==> config.mk <==
export PLATFORM = sky130hd
export DESIGN_NAME = adc_reader
export DESIGN_NICKNAME = d
export VERILOG_FILES = /design/src/rtl/adc_pkg.sv /design/src/rtl/spi_tick_gen.sv /design/src/rtl/adc_reader.sv
export SDC_FILE = /design/constraint.sdc
export NUM_CORES = 1
export LEC_CHECK = 0
export CORE_ASPECT_RATIO = 1.2
export CORE_UTILIZATION = 48
export CTS_CLUSTER_SIZE = 14
export DETAILED_ROUTE_END_ITERATION = 10
export PLACE_DENSITY = 0.74
export SYNTH_ARGS = -nofsm -noshare
export SYNTH_HDL_FRONTEND = slang
export SYNTH_SLANG_ARGS = --single-unit
==> constraint.sdc <==
create_clock -name clk -period 3 [get_ports clk]
set_clock_uncertainty 0.15 [all_clocks]
set_input_delay 0.6 -clock clk [delete_from_list [all_inputs] [get_ports clk]]
set_output_delay 0.6 -clock clk [all_outputs]
set_load 0.01 [all_outputs]
==> src/rtl/adc_pkg.sv <==
// Shared types and sizing helpers for the serial ADC reader.
// The defaults match an MCP3201-style 12-bit converter with three lead bits.
package adc_pkg;

  typedef enum logic [1:0] {
    IDLE,
    SETUP,
    SHIFT,
    HOLD
  } state_t;

  localparam int DEF_LEAD_BITS  = 3;
  localparam int DEF_DATA_WIDTH = 12;
  localparam int FRAME_BITS     = DEF_LEAD_BITS + DEF_DATA_WIDTH;
  localparam int BIT_CNT_W      = $clog2(FRAME_BITS + 1);

  function automatic int bit_cnt_width(input int frame_bits);
    return $clog2(frame_bits + 1);
  endfunction

endpackage

==> src/rtl/spi_tick_gen.sv <==
// Half-period tick generator for an SPI master clock.
// It emits a one-cycle tick every CLK_DIV clocks; clr restarts the count.
module spi_tick_gen #(
  parameter int CLK_DIV = 4
) (
  input  logic clk,
  input  logic rst,
  input  logic clr,
  output logic tick
);

  localparam int CW = $clog2(CLK_DIV);

  logic [CW-1:0] count;

  assign tick = (count == CW'(CLK_DIV - 1));

  always_ff @(posedge clk) begin
    if (rst || clr) begin
      count <= '0;
    end else if (tick) begin
      count <= '0;
    end else begin
      count <= count + 1'b1;
    end
  end

endmodule

==> src/rtl/adc_reader.sv <==
// SPI master that reads one conversion word per frame from a serial ADC.
// The word is clocked in MSB first after the lead and null bits.
module adc_reader
  import adc_pkg::*;
#(
  parameter int CLK_DIV     = 4,
  parameter int LEAD_BITS   = DEF_LEAD_BITS,
  parameter int DATA_WIDTH  = DEF_DATA_WIDTH,
  parameter int HOLD_HALVES = 2
) (
  input  logic                  clk,
  input  logic                  rst,
  input  logic                  start,
  input  logic                  auto_en,
  input  logic                  ADC_DOUT,
  output logic                  ADC_CSB,
  output logic                  ADC_SCLK,
  output logic [DATA_WIDTH-1:0] data,
  output logic                  valid,
  output logic                  busy,
  output logic                  null_err
);

  localparam int FRAME_LEN = LEAD_BITS + DATA_WIDTH;
  localparam int CNT_W     = bit_cnt_width(FRAME_LEN);
  localparam int HALF_W    = $clog2(HOLD_HALVES + 2);

  state_t                 state, state_nxt;
  logic [FRAME_LEN-1:0]   shreg, shreg_nxt;
  logic [CNT_W-1:0]       bit_cnt, bit_cnt_nxt;
  logic [HALF_W-1:0]      half_cnt, half_nxt;
  logic                   csb_nxt, sclk_nxt, busy_nxt, valid_nxt, null_nxt;
  logic [DATA_WIDTH-1:0]  data_nxt;
  logic                   tick;
  logic                   rise;

  spi_tick_gen #(
    .CLK_DIV(CLK_DIV)
  ) u_tick (
    .clk (clk),
    .rst (rst),
    .clr (state == IDLE),
    .tick(tick)
  );

  // Every cycle that drives SCLK low-to-high also samples the ADC output.
  assign rise = tick && ((state == SETUP) || ((state == SHIFT) && !ADC_SCLK));

  always_comb begin
    state_nxt   = state;
    csb_nxt     = ADC_CSB;
    sclk_nxt    = ADC_SCLK;
    busy_nxt    = busy;
    valid_nxt   = 1'b0;
    data_nxt    = data;
    null_nxt    = null_err;
    shreg_nxt   = shreg;
    bit_cnt_nxt = bit_cnt;
    half_nxt    = half_cnt;

    unique case (state)
      IDLE: begin
        csb_nxt  = 1'b1;
        sclk_nxt = 1'b0;
        busy_nxt = 1'b0;
        if (start || auto_en) begin
          state_nxt   = SETUP;
          csb_nxt     = 1'b0;
          busy_nxt    = 1'b1;
          bit_cnt_nxt = '0;
          half_nxt    = '0;
        end
      end
      SETUP: begin
        if (tick) begin
          state_nxt = SHIFT;
          sclk_nxt  = 1'b1;
        end
      end
      SHIFT: begin
        if (tick) begin
          if (!ADC_SCLK) begin
            sclk_nxt = 1'b1;
          end else if (bit_cnt != CNT_W'(FRAME_LEN)) begin
            sclk_nxt = 1'b0;
          end else if (half_cnt == '0) begin
            // Last rising edge: keep SCLK high one extra half-period.
            half_nxt = HALF_W'(1);
          end else begin
            state_nxt = HOLD;
            sclk_nxt  = 1'b0;
            csb_nxt   = 1'b1;
            half_nxt  = '0;
            data_nxt  = shreg[DATA_WIDTH-1:0];
            valid_nxt = 1'b1;
          end
        end
      end
      HOLD: begin
        if (tick) begin
          if (half_cnt == HALF_W'(HOLD_HALVES - 1)) begin
            state_nxt = IDLE;
            busy_nxt  = 1'b0;
            half_nxt  = '0;
          end else begin
            half_nxt = half_cnt + 1'b1;
          end
        end
      end
      default: state_nxt = IDLE;
    endcase

    if (rise) begin
      shreg_nxt   = {shreg[FRAME_LEN-2:0], ADC_DOUT};
      bit_cnt_nxt = bit_cnt + 1'b1;
      if ((bit_cnt == CNT_W'(LEAD_BITS - 1)) && ADC_DOUT) begin
        null_nxt = 1'b1;
      end
    end
  end

  always_ff @(posedge clk) begin
    if (rst) begin
      state    <= IDLE;
      ADC_CSB  <= 1'b1;
      ADC_SCLK <= 1'b0;
      busy     <= 1'b0;
      valid    <= 1'b0;
      data     <= '0;
      null_err <= 1'b0;
      shreg    <= '0;
      bit_cnt  <= '0;
      half_cnt <= '0;
    end else begin
      state    <= state_nxt;
      ADC_CSB  <= csb_nxt;
      ADC_SCLK <= sclk_nxt;
      busy     <= busy_nxt;
      valid    <= valid_nxt;
      data     <= data_nxt;
      null_err <= null_nxt;
      shreg    <= shreg_nxt;
      bit_cnt  <= bit_cnt_nxt;
      half_cnt <= half_nxt;
    end
  end

endmodule

# After elaboration in Yosys (flattened, before gate mapping)
# Index checks and enable logic that the tools add are counted.
totals:
  ram_bits: 0
  n_memories: 0
  mem_bits_ro: 0
  latch_bits: 0
  wordCells: 96
  register_bits: 39
  inputBits: 5
op_classes:
  n_shift: 0
  bitwise_logic: 5
  addsub: 3
  reduce_logical: 25
  n_mux: 37
  magnitude_cmp: 0
  mul: 0
  n_eq_ne: 15
  n_div: 0
op_table:
  columns: ["operator", "n"]
  rows:
  - ["2-bit 2-to-1 mux", 14]
  - ["2-bit != test (second input constant)", 8]
  - ["1-bit 2-to-1 mux", 15]
  - ["4-bit 2-to-1 mux", 3]
  - ["5-bit AND reduction", 2]
  - ["2-bit one-hot mux with 4 select lines", 1]
  - ["8-bit AND reduction", 1]
  - ["2-bit nonzero test", 4]
  - ["2-bit equality test (second input constant)", 3]
  - ["2-bit one-hot mux with 3 select lines", 1]
  - ["3-bit AND reduction", 2]
  - ["6-bit AND reduction", 1]
  - ["3-bit nonzero test", 2]
  - ["1-bit NOT", 5]
  - ["5-bit OR reduction", 1]
  - ["2-bit by 1-bit adder with 2-bit output (second input constant)", 2]
  - ["4-bit by 1-bit adder with 4-bit output (second input constant)", 1]
  - ["2-bit by 1-bit equality test with 1-bit output (second input constant)", 2]
  - ["4-bit by 2-bit equality test with 1-bit output (second input constant)", 1]
  - ["2-bit zero test", 2]
  - ["4-bit != test (second input constant)", 1]
  - ["1-bit one-hot mux with 2 select lines", 2]
  - ["2-bit AND reduction", 2]
  - ["1-bit logical AND", 3]
  - ["other kinds (4)", 6]

# Logic depth before layout (Yosys ltp)
# Gate-level depths: netlist of the first run.
logic_depth:
  depth_word: 6
  depth_mapped: 9
  depth_no_buf: 6

# Cells and area by module
# A second synthesis of the first run with hierarchy kept.
hier_totals:
  cells_unflattened: 188
  hier_area_um2: 1739.2
modules_own_cells:
  columns: ["module", "seq_area_each_um2", "instances", "cells_per_inst", "area_per_inst_um2"]
  rows:
  - ["adc_reader", 740.7, 1, 183, 1659.1]
  - ["spi_tick_gen", 40.0, 1, 5, 80.1]

# Worst setup path before layout of the first run
# No wires, ideal clock.
synth_timing:
  path_kind: "reg-to-reg"
  start: "register state[0]"
  end: "register state[0]"
  n_path_buf: 1
  setup_slack_ns: 0.947
  arrival_ns: 1.832
  setup_time_ns: 0.071
  path_stages_with_launch: 8
  t_required_ns: 2.779
  path_cell_list: "dfxtp_1 inv_1 ha_1 buf_6 a21boi_0 a221o_1 or4_1 a21oi_1"
synth_via:
  elab_chain_cells: 3
  elab_cells_between_ends: 14
  cone_classes: "11 x eq/ne; 1 x mux; 2 x reduce/logical"
synth_rtl:
  columns: ["item", "line_no", "rtl"]
  rows:
  - ["from (decl)", "adc_reader.sv:28", "state_t state, state_nxt;"]
  - ["from (signal assigned)", "adc_reader.sv:135", "state <= state_nxt;"]
  - ["2-bit equality test (tied with other cells)", "adc_reader.sv:61", "unique case (state)"]
  - ["2-bit != test (no source line)", null, null]
  - ["8-bit AND reduction (no source line)", null, null]
# Several ways; a longest one is shown, not always the timed one.
# A chain may end at the register's enable or synchronous reset.

# Worst setup path after layout of the first run
# Ends and elaborated chain as after synthesis.

==> impl_metrics.py, run 1 <==
metrics = {
    "outcome": {
        "status": "complete, no violations",
    },
    "synth": {
        "synth_area_sq_um": 1694,
        "yosysWarnings": 0,
        "synth_edf_count": 0,
        "ys_seq_area_frac": 0.4609,
        "synth_nets": 206,
        "synth_top_cells_by_count": "39 x dfxtp_1, 29 x nand2_1, 20 x nor2_1",
        "synth_cell_types": 34,
        "syn_avg_cell_area_sq_um": 8.778,
        "ys_seq_elements": 39,
        "yosysMostFrequentCell": "dfxtp_1",
        "syn_inst": 193,
        "async_reset_ff_frac": 0,
        "ys.flop_type": "dfxtp_1",
        "yosysTopAreaCellShare": 0.4609,
        "synth.largest_area_cell": "dfxtp_1",
        "synth.area.top_cells": "dfxtp_1 46%, mux2i_1 8.3%, nand2_1 6.4%",
    },
    "cts": {
        "clk_latency_ps": 280,
        "cts_setup_buffers": 0,
        "cts_root_buf": "clkbuf_8",
        "cts_resized": 0,
        "htree_levels": 2,
        "cts_hold_buf": 0,
        "numCtsBuffers": 5,
        "cts_buffer_depth": 2,
        "clkSlewWorstSetupHoldPaths_ps": 70,
        "cts.sinks": 39,
        "cts_tree": "yes",
    },
    "die": {
        "fp-row-count": 23,
        "core_sq_um": 3367,
        "die_area_sq_um": 3772,
        "ios": 22,
        "start_util": 0.5032,
        "fp.dieW_um": 56.23,
        "dieHeight_um": 67.08,
    },
    "min_path": {
        "whs_path_depth": 1,
        "hold_path.class": "flip-flop to flip-flop",
        "min_from": "u_tick.count[0]",
        "hold_end": "u_tick.count[0]",
    },
    "drt": {
        "wl_per_cell_um": 13.61,
        "via_per_inst": 5.591,
        "vias": 1409,
        "route.detailed.drc": 0,
        "ant_nets": 0,
        "first_iter_violations": 40,
        "wl_um": 3430,
        "first_pass_iters": 4,
    },
    "final_layout": {
        "final_core_util": 0.6087,
        "multi_input_area_sq_um": 838.3,
        "syn2layout_area_growth_pct": 20.98,
        "final.fill_count": 291,
        "final_cells": 252,
        "diodes": 0,
        "regArea_sq_um": 780.7,
        "drive_gt1_frac": 0.06977,
        "final_nets": 227,
    },
    "pwr": {
        "fin_total_pwr_mw": 1.344,
        "ir_drop_uv": 555.6,
        "p_per_area_nw_per_um2": 655.7,
        "p_leak_nw": 0.7207,
    },
    "timing": {
        "finalSetupViolCount": 0,
        "hold_ws_ps": 292.3,
        "fmax_ghz": 0.4463,
        "slew_headroom": 0.5474,
        "finalHoldViolCount": 0,
        "final_max_slew_viol_count": 0,
        "finalCritPeriodShare": 0.7469,
        "rsz0062_at_grt": "no",
        "setup_tns_ps": 0,
        "tightest_slew_ps": 676.8,
        "fin_crit_ps": 2241,
    },
    "global_routing": {
        "grt_use_met1": 0.2344,
        "grt_max_degree": 21,
        "grt_pass1_wl_um": 5968,
        "grt-ovfl-total": 0,
        "use_met2": 0.3571,
        "grt_antenna_before_repair": 0,
        "grt_util_met3": 0.05825,
        "gr-usage-all-layers": 0.2058,
        "grt.busiest_layer": "met2",
        "grt_pass1_vias": 1382,
    },
    "place": {
        "numPortBuffers": 21,
        "globalplace.congestion": 0.8425,
        "hpwl_um": 2435,
        "dp.cells": 244,
    },
    "job": {
        "maxCapViolations": 0,
    },
    "setup_path": {
        "reg2regPathDepth": 6,
        "critPathRequiredTime_ps": 3050,
        "end_kind": "flip-flop",
        "ff2ff_setup_slack_ps": 760,
        "rr_startpoint": "state[0]",
        "r2r-end": "state[0]",
        "crit_type": "flip-flop to flip-flop",
        "path_max_fanout": 9,
        "setup.worst_path.start_class": "flip-flop",
        "critPathArrivalTime_ps": 2290,
    },
}
[metal layers]
layer / vias up / wire, um / part of all wire
met3: 6 / 89 / 0.026
met5: - / 0 / 0
met2: 28 / 1743 / 0.51
met4: 0 / 53 / 0.015
li1: 702 / - / -
met1: 673 / 1543 / 0.45
[where the power goes]
group          total [mW]  switching (mW)  internal, mW
Clock               0.444           0.175         0.269
Sequential          0.572          0.0255         0.546
Combinational       0.328           0.180         0.148
[layout make-up]
class,count,share of cell area
Clock buffer,6,0.04029
Tap cell,37,0.02259
Multi-Input combinational cell,137,0.4090
Sequential cell,39,0.3810
Inverter,5,0.009157
Clock inverter,2,0.01709
Timing Repair Buffer,26,0.1209
[cell usage in the layout, fill, tap and decap left out, drive strengths merged, types with 2 or more instances in the layout]
cell type	netlist	layout
a211oi	2	2
buf	4	5
nor3	4	4
clkbuf	8	6
o21ai	6	6
nand2	29	29
mux2i	14	14
a21oi	19	19
nand2b	7	7
inv	5	5
o31ai	2	2
ha	8	8
o21a	2	2
o311ai	2	2
dfxtp	39	39
nor2b	4	4
nand3	5	5
nor2	20	20
clkdlybuf4s50	0	21
[how the worst max path moves through the flow]
stage	from	to
after floorplan	state[0]	state[0]
after global placement	auto_en	state[0]
after detailed placement	start	state[0]
after CTS	state[0]	state[0]
after global routing	state[0]	bit_cnt[2]
final	state[0]	state[0]
[flip-flops by register name, indices dropped and copies added (netlist names)]
signal	count
half_cnt	2
ADC_CSB	1
ADC_SCLK	1
u_tick.count	2
valid	1
data	12
state	2
shreg	12
busy	1
bit_cnt	4
null_err	1
[logic make-up (layout without fill, tap and decap cells)]
| family | Yosys count | after routing | synth area share |
|---|---|---|---|
| flip-flops | 39 | 39 | 0.4609 |
| AO/OA/AOI/OAI | 40 | 40 | 0.1455 |
| buffers and inverters | 17 | 39 | 0.04431 |
| AND/OR/NAND/NOR | 75 | 75 | 0.2075 |
| adder cells (fa/ha/maj) | 8 | 8 | 0.05909 |
| multiplexers | 14 | 14 | 0.08272 |
[critical path, cell delays in order (launching register included)]
cell and delay (ps):
dfxtp_1 390, inv_1 100, ha_1 310, a21boi_0 160, a221o_1 360, or4_1 530, a21oi_1 150
[per-stage QoR]
stage	cell area (sq um)	setup WS, ps
floorplan	1694	947.1
global placement	1932	546.4
detailed placement	1932	498.3
CTS	2049	761.8
global route	2049	554.3
finish	2049	759.2
No activity file was read; power rests on OpenSTA's default activity.
==> run 2: changes to the inputs <==
==> constraint.sdc (replaced) <==
create_clock -name clk -period 2.2 [get_ports clk]
set_clock_uncertainty 0.15 [all_clocks]
set_input_delay 0.44 -clock clk [delete_from_list [all_inputs] [get_ports clk]]
set_output_delay 0.44 -clock clk [all_outputs]
set_load 0.01 [all_outputs]
==> impl_metrics.py, run 2 (synthesis results as in run 1) <==
metrics = {
    "drt": {
        "first_pass_iters": 4,
        "route.detailed.drc": 0,
        "first_iter_violations": 47,
        "wl_um": 3371,
        "via_per_inst": 5.471,
        "wl_per_cell_um": 13.22,
        "vias": 1395,
        "ant_nets": 0,
    },
    "global_routing": {
        "grt_antenna_before_repair": 0,
        "grt-ovfl-total": 0,
        "gr-usage-all-layers": 0.2065,
        "grt_pass1_wl_um": 5961,
        "grt_pass1_vias": 1419,
        "grt_max_degree": 42,
    },
    "job": {
        "maxCapViolations": 0,
    },
    "min_path": {
        "whs_path_depth": 1,
        "hold_path.class": "flip-flop to flip-flop",
    },
    "timing": {
        "setup_tns_ps": 0,
        "finalCritPeriodShare": 0.9444,
        "final_max_slew_viol_count": 0,
        "rsz0062_at_grt": "no",
        "finalHoldViolCount": 0,
        "fmax_ghz": 0.4813,
        "slew_headroom": 0.6742,
        "finalSetupViolCount": 0,
        "tightest_slew_ps": 483.6,
        "fin_crit_ps": 2078,
    },
    "die": {
        "core_sq_um": 3367,
        "fp-row-count": 23,
        "fp.dieW_um": 56.23,
        "ios": 22,
        "dieHeight_um": 67.08,
        "start_util": 0.5032,
        "die_area_sq_um": 3772,
    },
    "final_layout": {
        "reg.largest.list": "data: 12 flops, shreg: 12 flops, bit_cnt: 4 flops",
        "final_cell_mix": "39 x dfxtp_1, 29 x nand2_1, 21 x clkdlybuf4s50_1",
        "final.fill_count": 293,
        "drive_gt1_frac": 0.08257,
        "multi_input_area_sq_um": 838.3,
        "final_nets": 230,
        "regArea_sq_um": 780.7,
        "syn2layout_area_growth_pct": 22.08,
        "final_common_cell": "dfxtp_1",
        "stdcell_area_sq_um": 2068,
        "diodes": 0,
    },
    "place": {
        "numPortBuffers": 21,
        "globalplace.congestion": 0.7446,
        "placed_cell_area_sq_um": 1979,
        "hpwl_um": 2321,
    },
    "pwr": {
        "p_per_area_nw_per_um2": 836.6,
        "fin_total_pwr_mw": 1.730,
        "ir_drop_uv": 582.8,
        "p_leak_nw": 0.7270,
    },
    "outcome": {
        "status": "complete, no violations",
    },
    "cts": {
        "htree_levels": 2,
        "cts_buffer_depth": 2,
        "cts_root_buf": "clkbuf_8",
        "numCtsBuffers": 5,
        "cts_tree": "yes",
        "cts_setup_buffers": 0,
        "cts_resized": 0,
        "cts.sinks": 39,
        "clk_latency_ps": 300,
        "cts_hold_buf": 0,
        "clkSlewWorstSetupHoldPaths_ps": 80,
    },
    "setup_path": {
        "critPathArrivalTime_ps": 2170,
        "critPathRequiredTime_ps": 2290,
        "reg2regPathDepth": 6,
        "setup.worst_path.start_class": "flip-flop",
        "path_max_fanout": 4,
        "end_kind": "flip-flop",
        "crit_type": "flip-flop to flip-flop",
    },
}
## run 2: through the flow
stage            util  hold slack (ps)  setup WS [ps]  std cells
2_1_floorplan       -            257.2          147.1        193
6_report       0.6143            290.9          122.3        255
5_1_grt        0.6143            314.4          19.10        255
3_5_place_dp   0.5879            281.0         -28.90        247
3_3_place_gp   0.5879            266.6          19.47        247
4_1_cts        0.6143            291.9          122.0        255
## run 2: where the power goes
part | total (mW) | switching (mW) | leakage, nW | internal (mW)
Sequential | 0.778 | 0.0332 | 0.315 | 0.745
Combinational | 0.471 | 0.247 | 0.372 | 0.224
Clock | 0.482 | 0.261 | 0.0402 | 0.220
## run 2: path summary, 6_finish.rpt
check,slack (ps),to,from
max,120,state[0],state[0]
min,290,u_tick.count[0],u_tick.count[0]
max reg2reg,120,state[0],state[0]
min reg2reg,290,u_tick.count[0],u_tick.count[0]
## run 2: worst max-delay path, stage by stage, from the launching register on
cell      delay, ps
dfxtp_1         400
inv_1           110
ha_1            240
a21boi_0        130
a221o_1         310
or4_1           530
a21oi_1         150
## run 2: final cells by class
class | count | area share
Clock buffer | 5 | 0.03327
Multi-Input combinational cell | 137 | 0.4053
Inverter | 5 | 0.009074
Tap cell | 37 | 0.02238
Clock inverter | 3 | 0.009679
Timing Repair Buffer | 29 | 0.1428
Sequential cell | 39 | 0.3775
## run 2: metal layers
metal	track usage	share of wire
met5	0	0
met4	0.1128	0.023
met3	0.06019	0.034
met2	0.3497	0.49
met1	0.2338	0.45
==> run 3: changes to the inputs <==
--- a/config.mk
+++ b/config.mk
@@ -7,6 +7,7 @@
 export LEC_CHECK = 0
 export CORE_ASPECT_RATIO = 1.2
 export CORE_UTILIZATION = 48
+export CTS_BUF_LIST = sky130_fd_sc_hd__clkbuf_8 sky130_fd_sc_hd__clkbuf_16
 export CTS_CLUSTER_SIZE = 14
 export DETAILED_ROUTE_END_ITERATION = 10
 export PLACE_DENSITY = 0.74
==> results of run 3 <==
Final layout, timing and power as in run 2 (identical DEF).
